===== src/rtl/pwm_timer_ctrl_if.sv =====
// Configuration and status bundle between a PWM timer controller and its host/generator.
// The master drives the cfg_* requests; the slave (the timer) drives the active values and status.
interface pwm_timer_ctrl_if #(
  parameter int CNT_W = 16,
  parameter int PSC_W = 8
);
  logic             cfg_en;
  logic             cfg_oneshot;
  logic [PSC_W-1:0] cfg_prescale;
  logic [CNT_W-1:0] cfg_period;
  logic [CNT_W-1:0] cfg_compare1;
  logic [CNT_W-1:0] cfg_compare2;
  logic [1:0]       cfg_functions;
  logic             cfg_update;
  logic             cfg_restart;

  logic [CNT_W-1:0] count_val;
  logic [CNT_W-1:0] period;
  logic [CNT_W-1:0] compare1;
  logic [CNT_W-1:0] compare2;
  logic [1:0]       functions;
  logic [PSC_W-1:0] prescale_act;
  logic             pwm_en;
  logic             period_irq;
  logic             update_pending;
  logic             busy;

  modport master (
    output cfg_en, cfg_oneshot, cfg_prescale, cfg_period, cfg_compare1, cfg_compare2,
           cfg_functions, cfg_update, cfg_restart,
    input  count_val, period, compare1, compare2, functions, prescale_act, pwm_en,
           period_irq, update_pending, busy
  );

  modport slave (
    input  cfg_en, cfg_oneshot, cfg_prescale, cfg_period, cfg_compare1, cfg_compare2,
           cfg_functions, cfg_update, cfg_restart,
    output count_val, period, compare1, compare2, functions, prescale_act, pwm_en,
           period_irq, update_pending, busy
  );
endinterface


===== src/rtl/pwm_timer_ctrl.sv =====
// Timebase (prescaler + up-counter) and shadow-register sequencer for one PWM channel.
// Requested settings are committed to the active registers only at start, restart or period wrap.
module pwm_timer_ctrl #(
  parameter int CNT_W = 16,
  parameter int PSC_W = 8
) (
  input logic              clk,
  input logic              rst,
  pwm_timer_ctrl_if.slave  bus
);

  localparam logic [1:0] ST_IDLE = 2'd0;
  localparam logic [1:0] ST_RUN  = 2'd1;
  localparam logic [1:0] ST_DONE = 2'd2;

  logic [1:0]       state_q, state_d;
  logic [CNT_W-1:0] cnt_q, cnt_d;
  logic [PSC_W-1:0] psc_q, psc_d;
  logic             pend_q, pend_d;
  logic [CNT_W-1:0] per_q, per_d, cmp1_q, cmp1_d, cmp2_q, cmp2_d;
  logic [1:0]       func_q, func_d;
  logic [PSC_W-1:0] psc_act_q, psc_act_d;

  logic             tick, wrap, commit, irq;
  logic [CNT_W:0]   cnt_inc;

  // 17-bit compare so that period 0 and period 1 both wrap on every tick
  assign cnt_inc = {1'b0, cnt_q} + 1'b1;
  assign tick    = (psc_q == psc_act_q);
  assign wrap    = tick && (cnt_inc >= {1'b0, per_q});

  always_comb begin
    state_d = state_q;
    cnt_d   = cnt_q;
    psc_d   = psc_q;
    pend_d  = pend_q;
    commit  = 1'b0;
    irq     = 1'b0;
    if (!bus.cfg_en) begin
      state_d = ST_IDLE;
      cnt_d   = '0;
      psc_d   = '0;
      pend_d  = 1'b0;
    end else begin
      case (state_q)
        ST_IDLE: begin
          commit  = 1'b1;
          state_d = ST_RUN;
          cnt_d   = '0;
          psc_d   = '0;
        end
        ST_RUN: begin
          if (bus.cfg_restart) begin
            commit = 1'b1;
            cnt_d  = '0;
            psc_d  = '0;
          end else begin
            if (bus.cfg_update) pend_d = 1'b1;
            psc_d = tick ? '0 : psc_q + 1'b1;
            if (wrap) begin
              cnt_d = '0;
              irq   = 1'b1;
              // an update arriving on the wrap cycle itself commits right here
              commit = pend_d;
              if (bus.cfg_oneshot) state_d = ST_DONE;
            end else if (tick) begin
              cnt_d = cnt_inc[CNT_W-1:0];
            end
          end
        end
        ST_DONE: begin
          cnt_d = '0;
          psc_d = '0;
          if (bus.cfg_restart) begin
            commit  = 1'b1;
            state_d = ST_RUN;
          end
        end
        default: state_d = ST_IDLE;
      endcase
    end
    if (commit) pend_d = 1'b0;
  end

  always_comb begin
    per_d     = per_q;
    cmp1_d    = cmp1_q;
    cmp2_d    = cmp2_q;
    func_d    = func_q;
    psc_act_d = psc_act_q;
    if (commit) begin
      per_d     = bus.cfg_period;
      cmp1_d    = bus.cfg_compare1;
      cmp2_d    = bus.cfg_compare2;
      func_d    = bus.cfg_functions;
      psc_act_d = bus.cfg_prescale;
    end
  end

  always_ff @(posedge clk or posedge rst) begin
    if (rst) begin
      state_q   <= ST_IDLE;
      cnt_q     <= '0;
      psc_q     <= '0;
      pend_q    <= 1'b0;
      per_q     <= '0;
      cmp1_q    <= '0;
      cmp2_q    <= '0;
      func_q    <= '0;
      psc_act_q <= '0;
    end else begin
      state_q   <= state_d;
      cnt_q     <= cnt_d;
      psc_q     <= psc_d;
      pend_q    <= pend_d;
      per_q     <= per_d;
      cmp1_q    <= cmp1_d;
      cmp2_q    <= cmp2_d;
      func_q    <= func_d;
      psc_act_q <= psc_act_d;
    end
  end

  assign bus.count_val      = cnt_q;
  assign bus.period         = per_q;
  assign bus.compare1       = cmp1_q;
  assign bus.compare2       = cmp2_q;
  assign bus.functions      = func_q;
  assign bus.prescale_act   = psc_act_q;
  assign bus.pwm_en         = (state_q == ST_RUN);
  assign bus.busy           = (state_q == ST_RUN);
  assign bus.period_irq     = irq;
  assign bus.update_pending = pend_q;

endmodule


===== src/flat_wrapper.sv =====
// flat-port wrapper written by rule: the top's interface ports become plain ports
module pwm_timer_ctrl_flat 
#(
  parameter int CNT_W = 16,
  parameter int PSC_W = 8
)
  (clk, rst, bus_cfg_en, bus_cfg_oneshot, bus_cfg_prescale, bus_cfg_period, bus_cfg_compare1, bus_cfg_compare2, bus_cfg_functions, bus_cfg_update, bus_cfg_restart, bus_count_val, bus_period, bus_compare1, bus_compare2, bus_functions, bus_prescale_act, bus_pwm_en, bus_period_irq, bus_update_pending, bus_busy);
  pwm_timer_ctrl_if #(.CNT_W(CNT_W), .PSC_W(PSC_W)) bus_i ();
  input logic clk;
  input logic rst;
  input wire logic [$bits(bus_i.cfg_en)-1:0] bus_cfg_en;
  input wire logic [$bits(bus_i.cfg_oneshot)-1:0] bus_cfg_oneshot;
  input wire logic [$bits(bus_i.cfg_prescale)-1:0] bus_cfg_prescale;
  input wire logic [$bits(bus_i.cfg_period)-1:0] bus_cfg_period;
  input wire logic [$bits(bus_i.cfg_compare1)-1:0] bus_cfg_compare1;
  input wire logic [$bits(bus_i.cfg_compare2)-1:0] bus_cfg_compare2;
  input wire logic [$bits(bus_i.cfg_functions)-1:0] bus_cfg_functions;
  input wire logic [$bits(bus_i.cfg_update)-1:0] bus_cfg_update;
  input wire logic [$bits(bus_i.cfg_restart)-1:0] bus_cfg_restart;
  output wire logic [$bits(bus_i.count_val)-1:0] bus_count_val;
  output wire logic [$bits(bus_i.period)-1:0] bus_period;
  output wire logic [$bits(bus_i.compare1)-1:0] bus_compare1;
  output wire logic [$bits(bus_i.compare2)-1:0] bus_compare2;
  output wire logic [$bits(bus_i.functions)-1:0] bus_functions;
  output wire logic [$bits(bus_i.prescale_act)-1:0] bus_prescale_act;
  output wire logic [$bits(bus_i.pwm_en)-1:0] bus_pwm_en;
  output wire logic [$bits(bus_i.period_irq)-1:0] bus_period_irq;
  output wire logic [$bits(bus_i.update_pending)-1:0] bus_update_pending;
  output wire logic [$bits(bus_i.busy)-1:0] bus_busy;
  assign bus_i.cfg_en = bus_cfg_en;
  assign bus_i.cfg_oneshot = bus_cfg_oneshot;
  assign bus_i.cfg_prescale = bus_cfg_prescale;
  assign bus_i.cfg_period = bus_cfg_period;
  assign bus_i.cfg_compare1 = bus_cfg_compare1;
  assign bus_i.cfg_compare2 = bus_cfg_compare2;
  assign bus_i.cfg_functions = bus_cfg_functions;
  assign bus_i.cfg_update = bus_cfg_update;
  assign bus_i.cfg_restart = bus_cfg_restart;
  assign bus_count_val = bus_i.count_val;
  assign bus_period = bus_i.period;
  assign bus_compare1 = bus_i.compare1;
  assign bus_compare2 = bus_i.compare2;
  assign bus_functions = bus_i.functions;
  assign bus_prescale_act = bus_i.prescale_act;
  assign bus_pwm_en = bus_i.pwm_en;
  assign bus_period_irq = bus_i.period_irq;
  assign bus_update_pending = bus_i.update_pending;
  assign bus_busy = bus_i.busy;
  pwm_timer_ctrl #(.CNT_W(CNT_W), .PSC_W(PSC_W)) u_core (.clk(clk), .rst(rst), .bus(bus_i));
endmodule

===== config.mk =====
export PLATFORM = sky130hd
export DESIGN_NAME = pwm_timer_ctrl_flat
export DESIGN_NICKNAME = d
export VERILOG_FILES = /design/src/rtl/pwm_timer_ctrl_if.sv /design/src/rtl/pwm_timer_ctrl.sv /design/src/flat_wrapper.sv
export SDC_FILE = /design/constraint.sdc
export NUM_CORES = 1
export LEC_CHECK = 0
export CORE_MARGIN = 2
export CORE_UTILIZATION = 45
export DETAILED_ROUTE_END_ITERATION = 12
export HOLD_SLACK_MARGIN = 0.12
export PLACE_DENSITY_LB_ADDON = 0.15
export SLEW_MARGIN = 20
export SYNTH_ARGS = -nofsm -noshare
export SYNTH_HDL_FRONTEND = slang
export SYNTH_SLANG_ARGS = --single-unit

===== constraint.sdc =====
create_clock -name clk -period 7.75 [get_ports clk]
set_clock_uncertainty 0.1 [all_clocks]
set_input_delay 1.55 -clock clk [delete_from_list [all_inputs] [get_ports clk]]
set_output_delay 1.55 -clock clk [all_outputs]
set_load 0.05 [all_outputs]

== Yosys cells after proc, flatten, opt, wreduce, memory -nomap -nowiden ==
Cells that the tools add are included.
Word-level totals
  bits in registers: 85
  word-level logic and storage cells: 58
  bits of input ports: 64
Operators by class
  mux-type cells: 29
  reduce and logical (&&, ||, !) cells: 6
  add/sub/neg operators: 2
  magnitude comparators: 1
  equality and inequality tests: 11
Operators by type and width (count)
  16-bit two-way mux: 4
  16-bit case mux with 2 select lines: 1
  8-bit two-way mux: 3
  16-bit by 1-bit adder with 17-bit output (second input constant): 1
  17-bit by 16-bit >= comparator with 1-bit output: 1
  8-bit case mux with 2 select lines: 1
  1-bit two-way mux: 13
  2-bit two-way mux: 5
  3-bit by 2-bit != test with 1-bit output (second input constant): 3
  3-bit != test (second input constant): 3
  8-bit by 1-bit adder with 8-bit output (second input constant): 1
  8-bit == test: 1
  2-bit case mux with 3 select lines: 1
  5-bit by 3-bit != test with 1-bit output (second input constant): 1
  2-bit AND reduction: 2
  4-bit AND reduction: 1
  3-bit by 1-bit != test with 1-bit output (second input constant): 1
  1-bit case mux with 3 select lines: 1
  2-bit by 1-bit == test with 1-bit output (second input constant): 1
  2-bit == test (second input constant): 1
  2-bit zero test: 1
  2-bit OR reduction: 1
  1-bit logical AND: 1

== Logic depth before layout (Yosys ltp) ==
Gate-level depths: netlist (run 1).
  depth after elaboration: 9
  gate-level depth with buffers: 14

== Worst setup path before layout (run 1) ==
No wires, ideal clock.
  path kind: reg2out
  from: register u_core.cnt_q[0] (netlist: u_core.bus.count_val[0])
  to: output bus_period_irq
  arrival: 3.382 ns
  stages on the path, launching flop included: 13
  path slack: 2.718 ns
  cells stage by stage: dfrtp_1 ha_1 and3_1 nand3_1 xnor2_1 ha_1 nand4_1 nor3_1 a2111oi_0 nand2b_1 a21oi_1 clkbuf_1 and2_1
Between the ends
  cells in the longest elaborated chain, start to end: 7
RTL lines
  start, declared: line pwm_timer_ctrl.sv:17  | logic [CNT_W-1:0] cnt_q, cnt_d;
  start signal, assigned: line pwm_timer_ctrl.sv:113  | cnt_q <= cnt_d;
  16-bit by 1-bit adder with 17-bit output: line pwm_timer_ctrl.sv:28  | assign cnt_inc = {1'b0, cnt_q} + 1'b1;
  17-bit by 16-bit >= comparator with 1-bit output: line pwm_timer_ctrl.sv:30  | assign wrap = tick && (cnt_inc >= {1'b0, per_q});
  1-bit logical AND: line pwm_timer_ctrl.sv:30
  1-bit two-way mux: line pwm_timer_ctrl.sv:60  | if (wrap) begin
  1-bit two-way mux: line pwm_timer_ctrl.sv:53  | if (bus.cfg_restart) begin
  1-bit two-way mux: line pwm_timer_ctrl.sv:45  | case (state_q)
  1-bit two-way mux: line pwm_timer_ctrl.sv:39  | if (!bus.cfg_en) begin
  end, declared: line flat_wrapper.sv:27  | output wire logic [$bits(bus_i.period_irq)-1:0] bus_period_irq;
Every way passes these cells.

== Worst setup path in the final report (run 1) ==
Same ends and word-level chain as after synthesis.

==> metrics.md, run 1 <==
| Metric | Value |
|---|---|
| Largest net degree at the start of global routing | `70` |
| Nets | `between 500 and 600` |
| FF-to-FF setup slack | `3230 ps` |
| Final worst path period share | `72.0%` |
| Die area | `about 10000 sq um` |
| Sink count of the clock tree | `85` |
| Die width | `around 100 um` |
| Residual DRC | `0` |
| Antenna-violating nets left | `0` |
| Syn Area/Cell | `between 10 and 15 sq um` |
| Fill cells | `around 740` |
| Max Cap Viol | `0` |
| Switch Pwr | `between 0.0004 and 0.0005 W` |
| Period minus WS final | `approximately 5600 ps` |
| Vias/cell | `slightly above 5` |
| Max VDD drop | `between 0.0001 and 0.00015 V` |
| # port buffers | `~140` |
| Antenna violations before repair | `0` |
| Status | `completed` |
| Cts hold-fix bufs | `0` |
| H-Tree Depth | `3` |
| Critical path required time | `6100 ps` |
| # setup viols final | `0` |
| Synth Register Bits | `85` |
| Mapped Nets | `~450` |
| DR pass1 iterations | `4` |
| Switching share of total power | `between 30% and 40%` |
| Worst Setup Path Type | `register to primary output` |
| Max_slew headroom | `42.1%` |
| Worst Max-Slew Pin Slew | `roughly 870 ps` |
| Fin. Hold Viols | `0` |
| Cells after synthesis | `367` |
| Ys async rst share | `between 90% and 100%` |
| All-layer global routing usage | `between 10% and 20%` |
| WL/cell | `15.4 um` |
| Layout cells sized above 1 | `between 10% and 20%` |
| Die span in y | `101 um` |
| FMAX | `0.179 GHz` |
| Final wirelength | `approximately 9700 um` |
| Gate power share | `between 30% and 40%` |
| CTS buffer count | `9` |
| CTS tree | `yes` |
| RSZ-0062 raised after global routing | `false` |
| Worst setup SP type | `register` |
| Routed vias | `approximately 3300` |
| Vias in the first global route | `between 3000 and 4000` |
| Initial Utilization | `a little under half` |
| Final GP Congestion | `just under 0.9` |
| Leak | `2.61 nW` |
| Worst Hold Class | `register to register` |
| Register area | `2130 sq um` |
| Clk root buf | `clkbuf_8` |
| Cell Rows | `35` |
| Critical Path Sink Type | `primary output` |
| Area Growth Syn to Fin | `40.3%` |
| Clock buffer depth | `2` |
| Power Dens Cells | `201 nW/um^2` |
| Critical path peak fanout | `7` |
| Clock power frac | `26.1%` |
| Worst setup margin | `~2200 ps` |
| First-pass GRT wire length | `16000 um` |
| Final instance area | `5930 sq um` |
| Synthesized area | `between 4000 and 5000 sq um` |
| Synth Warn # | `0` |
| Max Slew Vio Count | `0` |
| Yosys cell types | `39` |
| Hpwl dp | `between 7000 and 8000 um` |
| Internal power | `0.000786 W` |
| Setup WS pre-CTS | `about 2500 ps` |
| Setup TNS | `0 ps` |
| Total grt overflow | `0` |
| Post-CTS setup repair buffer count | `0` |
| IO Pins | `roughly 140` |
| Critical Path AT | `between 3000 and 4000 ps` |
| Post-synthesis sequential area ratio | `between 50% and 60%` |
| Multi-input gate area | `slightly below 2000 sq um` |
| Ant diodes | `0` |
| Clk Latency, worst-skew pair | `between 300 and 400 ps` |
| Synth Flop Type | `dfrtp_1` |
| Detailed Route Iter0 Violations | `approximately 110` |
| Sequential share of power | `43.0%` |
| Core area | `between 9000 and 10000 sq um` |
| Worst-path clk slew | `80 ps` |
| Number of flops mapped to enable cells by yosys | `0` |
| Placement Cell Area | `~5700 sq um` |
| Post-cts resize count | `0` |
critical path, stage by stage (launching register included):
cell             delay [ps]
dfrtp_1                 440
ha_1                    220
and3_1                  250
nand3_1                 110
xnor2_1                 200
ha_1                    270
a211oi_1                250
nor2_1                   80
a2111oi_0               620
nand2b_1                200
a21oi_1                  80
and2_1                  160
clkdlybuf4s50_1         700
power groups by stage:
stage	Combinational [W]	Clock [W]	Sequential, W
final	0.000369	0.000311	0.000513
after global routing	0.000389	0.000336	0.000520
after CTS	0.000373	0.000321	0.000514
after detailed placement	0.000372	0	0.000521
after global placement	0.000368	0	0.000521
after floorplan	0.0000915	0	0.000662
cell type report:
class                      count  area share [%]
sequential                    85            35.9
multi-input combinational    251            33.1
timing repair buffer         145            24.3
tap                          111            2.34
clock buffer                  11            2.21
inverter                      19            1.22
clock inverter                 5           0.991
stage by stage:
step | total power, W | hold WS, ps | cells | util [%]
global route | 0.00124 | 429 | 627 | 64.5
floorplan | 0.000754 | 373 | 367 | -
finish | 0.00119 | 410 | 627 | 64.5
global placement | 0.000889 | 386 | 611 | 62.4
detailed placement | 0.000893 | 390 | 611 | 62.4
CTS | 0.00121 | 413 | 627 | 64.5
flip-flops by register name, summed over array words and instances (netlist names):
register and cells:
u_core.bus.count_val 16, u_core.bus.compare1 16, u_core.bus.compare2 16, u_core.bus.update_pending 1, u_core.state_q 2, u_core.psc_q 8, u_core.bus.prescale_act 8, u_core.bus.period 16
u_core.bus.functions 2
logic make-up after synthesis:
logic type	count (synthesis)	share of synthesized area (%)
adder cells (fa/ha/maj)	18	5.33
multiplexers	58	17.2
buffers and inverters	31	3.58
AO/OA/AOI/OAI	51	7.40
flip-flops	85	50.3
XOR/XNOR	24	4.97
AND/OR/NAND/NOR	100	11.2
path summary, 6_finish.rpt:
| check | startpoint | endpoint | cells after the start |
|---|---|---|---|
| worst min register to register | u_core.bus.compare2[14] | u_core.bus.compare2[14] | 1 |
| worst min-delay path | u_core.bus.compare2[14] | u_core.bus.compare2[14] | 1 |
| min in group asynchronous | rst | u_core.bus.compare2[12] | 2 |
| worst max register to register | u_core.bus.count_val[0] | u_core.bus.compare1[5] | 12 |
| worst max-delay path | u_core.bus.count_val[0] | bus_period_irq | 12 |
| max in group asynchronous | rst | u_core.bus.count_val[3] | 3 |
cells in the mapped netlist (all sizes together) (5+ instances only):
master | count | area share, %
dfrtp | 85 | 50
nand3 | 13 | 1.5
o21ai | 28 | 3.3
nand4 | 8 | 1.2
nand2 | 48 | 4.3
and3 | 7 | 1.0
mux2 | 58 | 17
buf | 9 | 1.6
nor2 | 9 | 0.80
xnor2 | 12 | 2.5
a21oi | 5 | 0.59
inv | 19 | 1.7
xor2 | 12 | 2.5
ha | 18 | 5.3
cell usage in the layout, fill, tap and decap left out, types with 2 or more instances in the layout:
cell,n
nor4_1,2
xor2_1,12
clkinv_2,2
inv_1,18
dfrtp_1,85
nand3_1,13
buf_4,4
a31oi_1,2
clkdlybuf4s50_1,141
nand4_1,8
xnor2_1,12
nor2_1,9
nor2b_1,2
ha_1,18
clkbuf_8,9
clkinvlp_4,2
and4_1,2
clkbuf_1,2
a21oi_1,5
and3_1,7
nand2_1,48
a211oi_1,2
o21ai_0,28
mux2_4,20
o31ai_1,3
nand2b_1,3
nor3_1,2
a31o_2,2
mux2_2,38
layer usage:
layer  vias up  wire length [um]  global-route usage [%]
li1       1568                 -                       -
met1      1562              4260                    26.1
met2       117              4600                    31.6
met3         8               710                    5.76
met4         0                89                    6.65
met5         -                 0                       0
Note: power is estimated with default switching activity, not from simulation.
==> inputs of run 2 (changes only) <==
--- a/config.mk
+++ b/config.mk
@@ -6,7 +6,7 @@
 export NUM_CORES = 1
 export LEC_CHECK = 0
 export CORE_MARGIN = 2
-export CORE_UTILIZATION = 45
+export CORE_UTILIZATION = 42
 export DETAILED_ROUTE_END_ITERATION = 12
 export HOLD_SLACK_MARGIN = 0.12
 export PLACE_DENSITY_LB_ADDON = 0.15
==> constraint.sdc (replaced) <==
create_clock -name clk -period 5 [get_ports clk]
set_clock_uncertainty 0.1 [all_clocks]
set_input_delay 1 -clock clk [delete_from_list [all_inputs] [get_ports clk]]
set_output_delay 1 -clock clk [all_outputs]
set_load 0.05 [all_outputs]
==> run 2 against run 1 <==
- hold slack lost 6.1 ps
- combinational power grew 55%
- core utilization shrank 3.3 points
- clock power grew 55%
- die area grew 6.9%
- non-clock buffer count grew 1
- clock-buffer cell count is the same
- cell area grew 0.80%
- wire length grew 2.7%
- final cell count grew 3.7%
- global-route usage shrank 1.1 points
- sequential power grew 55%
==> metrics.md, run 2 (synthesized netlist as in run 1, its figures left out) <==
| Metric | Value |
|---|---|
| Status | `completed` |
| Area Growth Syn to Fin | `41.4%` |
| Worst Hold Class | `register to register` |
| Ant diodes | `0 (unchanged)` |
| DR pass1 iterations | `4 (unchanged)` |
| Clk Latency, worst-skew pair | `350 ps (about the same)` |
| Crit path buf inv count | `1 (unchanged)` |
| Sink count of the clock tree | `85 (unchanged)` |
| Vias/cell | `4.98 (-4.2%)` |
| Nets | `594 (+0.17%)` |
| # port buffers | `141 (unchanged)` |
| Critical Path AT | `3360 ps (-570 ps)` |
| Worst Max-Slew Pin Slew | `724 ps (-145 ps)` |
| # setup viols final | `0 (unchanged)` |
| IO Pins | `142 (unchanged)` |
| Die width | `104 um (+3.4%)` |
| Antenna violations before repair | `0 (unchanged)` |
| Critical Path Sink Type | `primary output` |
| Die area | `10900 sq um (+6.9%)` |
| Critical path required time | `3900 ps (-2200 ps)` |
| Hpwl dp | `7240 um (+1.0%)` |
| Final GP Congestion | `0.792 (-9.5%)` |
| Largest net degree at the start of global routing | `60 (-14%)` |
| CTS buffer count | `9 (unchanged)` |
| Vias in the first global route | `3350 (-0.59%)` |
| Core area | `9770 sq um (+6.3%)` |
| Dpl cells | `634 (+3.8%)` |
| Residual DRC | `0 (unchanged)` |
| Fin. Hold Viols | `0 (unchanged)` |
| CTS tree | `yes` |
| Worst-path clk slew | `80 ps (about the same)` |
| Family with the most delay on the worst path | `compound AO/OA/AOI/OAI gates` |
| Cell mode on critical path | `ha_1` |
| Leak | `2.63 nW (+0.88%)` |
| Setup TNS | `0 ps (unchanged)` |
| Max Cap Viol | `0 (unchanged)` |
| Max VDD drop | `0.000174 V (+35%)` |
| Initial Utilization | `43.3% (-2.7 points)` |
| Period minus WS final | `roughly 4500 ps` |
| Register area | `2130 sq um (unchanged)` |
| Layout cells sized above 1 | `16.2% (+0.55 points)` |
| H-Tree Depth | `3 (unchanged)` |
| Worst Setup Path Type | `register to primary output` |
| Most frequent cells in the layout | `140 x clkdlybuf4s50_1, 85 x dfrtp_1, 48 x nand2_1` |
| Critical path peak fanout | `7 (unchanged)` |
| First-pass GRT wire length | `16600 um (+3.8%)` |
| Post-CTS setup repair buffer count | `0 (unchanged)` |
| WL/cell | `15.3 um (-0.96%)` |
| Worst-path cell chain | `ha_1 -> and3_1 -> nand3_1 -> xnor2_1 -> ha_1 -> a211oi_1 -> nor2_1 -> a2111oi_0 -> nand2b_1 -> a21oi_1 -> and2_1 -> buf_12` |
| Detailed Route Iter0 Violations | `92 (-15%)` |
| Cell Rows | `36 (+2.9%)` |
| Max_slew headroom | `51.7% (+9.7 points)` |
| Post-cts resize count | `0 (unchanged)` |
| Total grt overflow | `0 (unchanged)` |
| Slowest-stage cell, CP | `a2111oi_0` |
| Die span in y | `104 um (+3.4%)` |
| Multi-input gate area | `1960 sq um (unchanged)` |
| All-layer global routing usage | `18.8% (-1.1 points)` |
| Clock buffer depth | `2 (unchanged)` |
| Final wirelength | `9920 um (+2.7%)` |
| Power Dens Cells | `310 nW/um^2 (+54%)` |
| Layout Cells excl Fill | `650 (+3.7%)` |
| Worst setup SP type | `register` |
| RSZ-0062 raised after global routing | `false` |
| Clk root buf | `clkbuf_8` |
| Max Slew Vio Count | `0 (unchanged)` |
| Final worst path period share | `about 89%` |
| Fill cells | `848 (+14%)` |
| Antenna-violating nets left | `0 (unchanged)` |
| CP peak stage delay | `540 ps (-160 ps)` |
| Commonest non-fill, non-tap cell in the layout | `clkdlybuf4s50_1` |
| FMAX | `0.224 GHz` |
| Routed vias | `3234 (-0.65%)` |
| Cts hold-fix bufs | `0 (unchanged)` |
## run 2: cell count changes in the layout (fill, tap and decap cells not counted), sizes merged
cell	change
clkinvlp	-2
clkdlybuf4s50	-1
buf	+2
clkinv	+2
## run 2: final cells by class
cell class              count  share of cell area (%)
multi-input cells         251                    32.8
repair buffers            146                    24.4
clock buffers              11                    2.36
inverters                  19                    1.23
flip-flops and latches     85                    35.6
well taps                 133                    2.78
clock inverters             5                   0.837
## run 2: path summary, 6_finish.rpt
path / startpoint / to / slack, ps / depth (start not counted)
setup / recovery: u_core.bus.count_val[0] / bus_period_irq / 540 / 12
hold / removal: u_core.psc_q[7] / u_core.psc_q[7] / 400 / 1
hold reg to reg: u_core.psc_q[7] / u_core.psc_q[7] / 400 / 1
min in group asynchronous: rst / u_core.bus.functions[0] / 1040 / 2
setup reg to reg: u_core.bus.count_val[0] / u_core.bus.compare1[1] / 1080 / 12
max in group asynchronous: rst / u_core.bus.compare1[13] / 2920 / 3
## run 2: per-stage QoR
stage | power, W | cell area (sq um) | hold slack [ps] | setup slack [ps] | utilization [%]
after floorplan | 0.00117 | 4230 | 373 | 518 | -
after global placement | 0.00138 | 5790 | 388 | 987 | 59.2
after detailed placement | 0.00139 | 5790 | 391 | 925 | 59.2
after CTS | 0.00188 | 5980 | 410 | 514 | 61.2
after global routing | 0.00195 | 5980 | 421 | 305 | 61.2
final | 0.00185 | 5980 | 404 | 541 | 61.2
## run 2: metal layers
layer / global-route usage (%) / share of wire [%] / vias up
met5: 0 / 0 / -
met4: 6.66 / 1.3 / 0
met3: 5.33 / 6.9 / 11
met2: 30.5 / 48 / 88
met1: 24.0 / 44 / 1562
li1: - / - / 1573
## run 2: report_power, final
part           switching [W]  internal, W
Clock               0.000242     0.000242
Combinational       0.000338     0.000235
Sequential         0.0000435     0.000751
Total               0.000623      0.00123
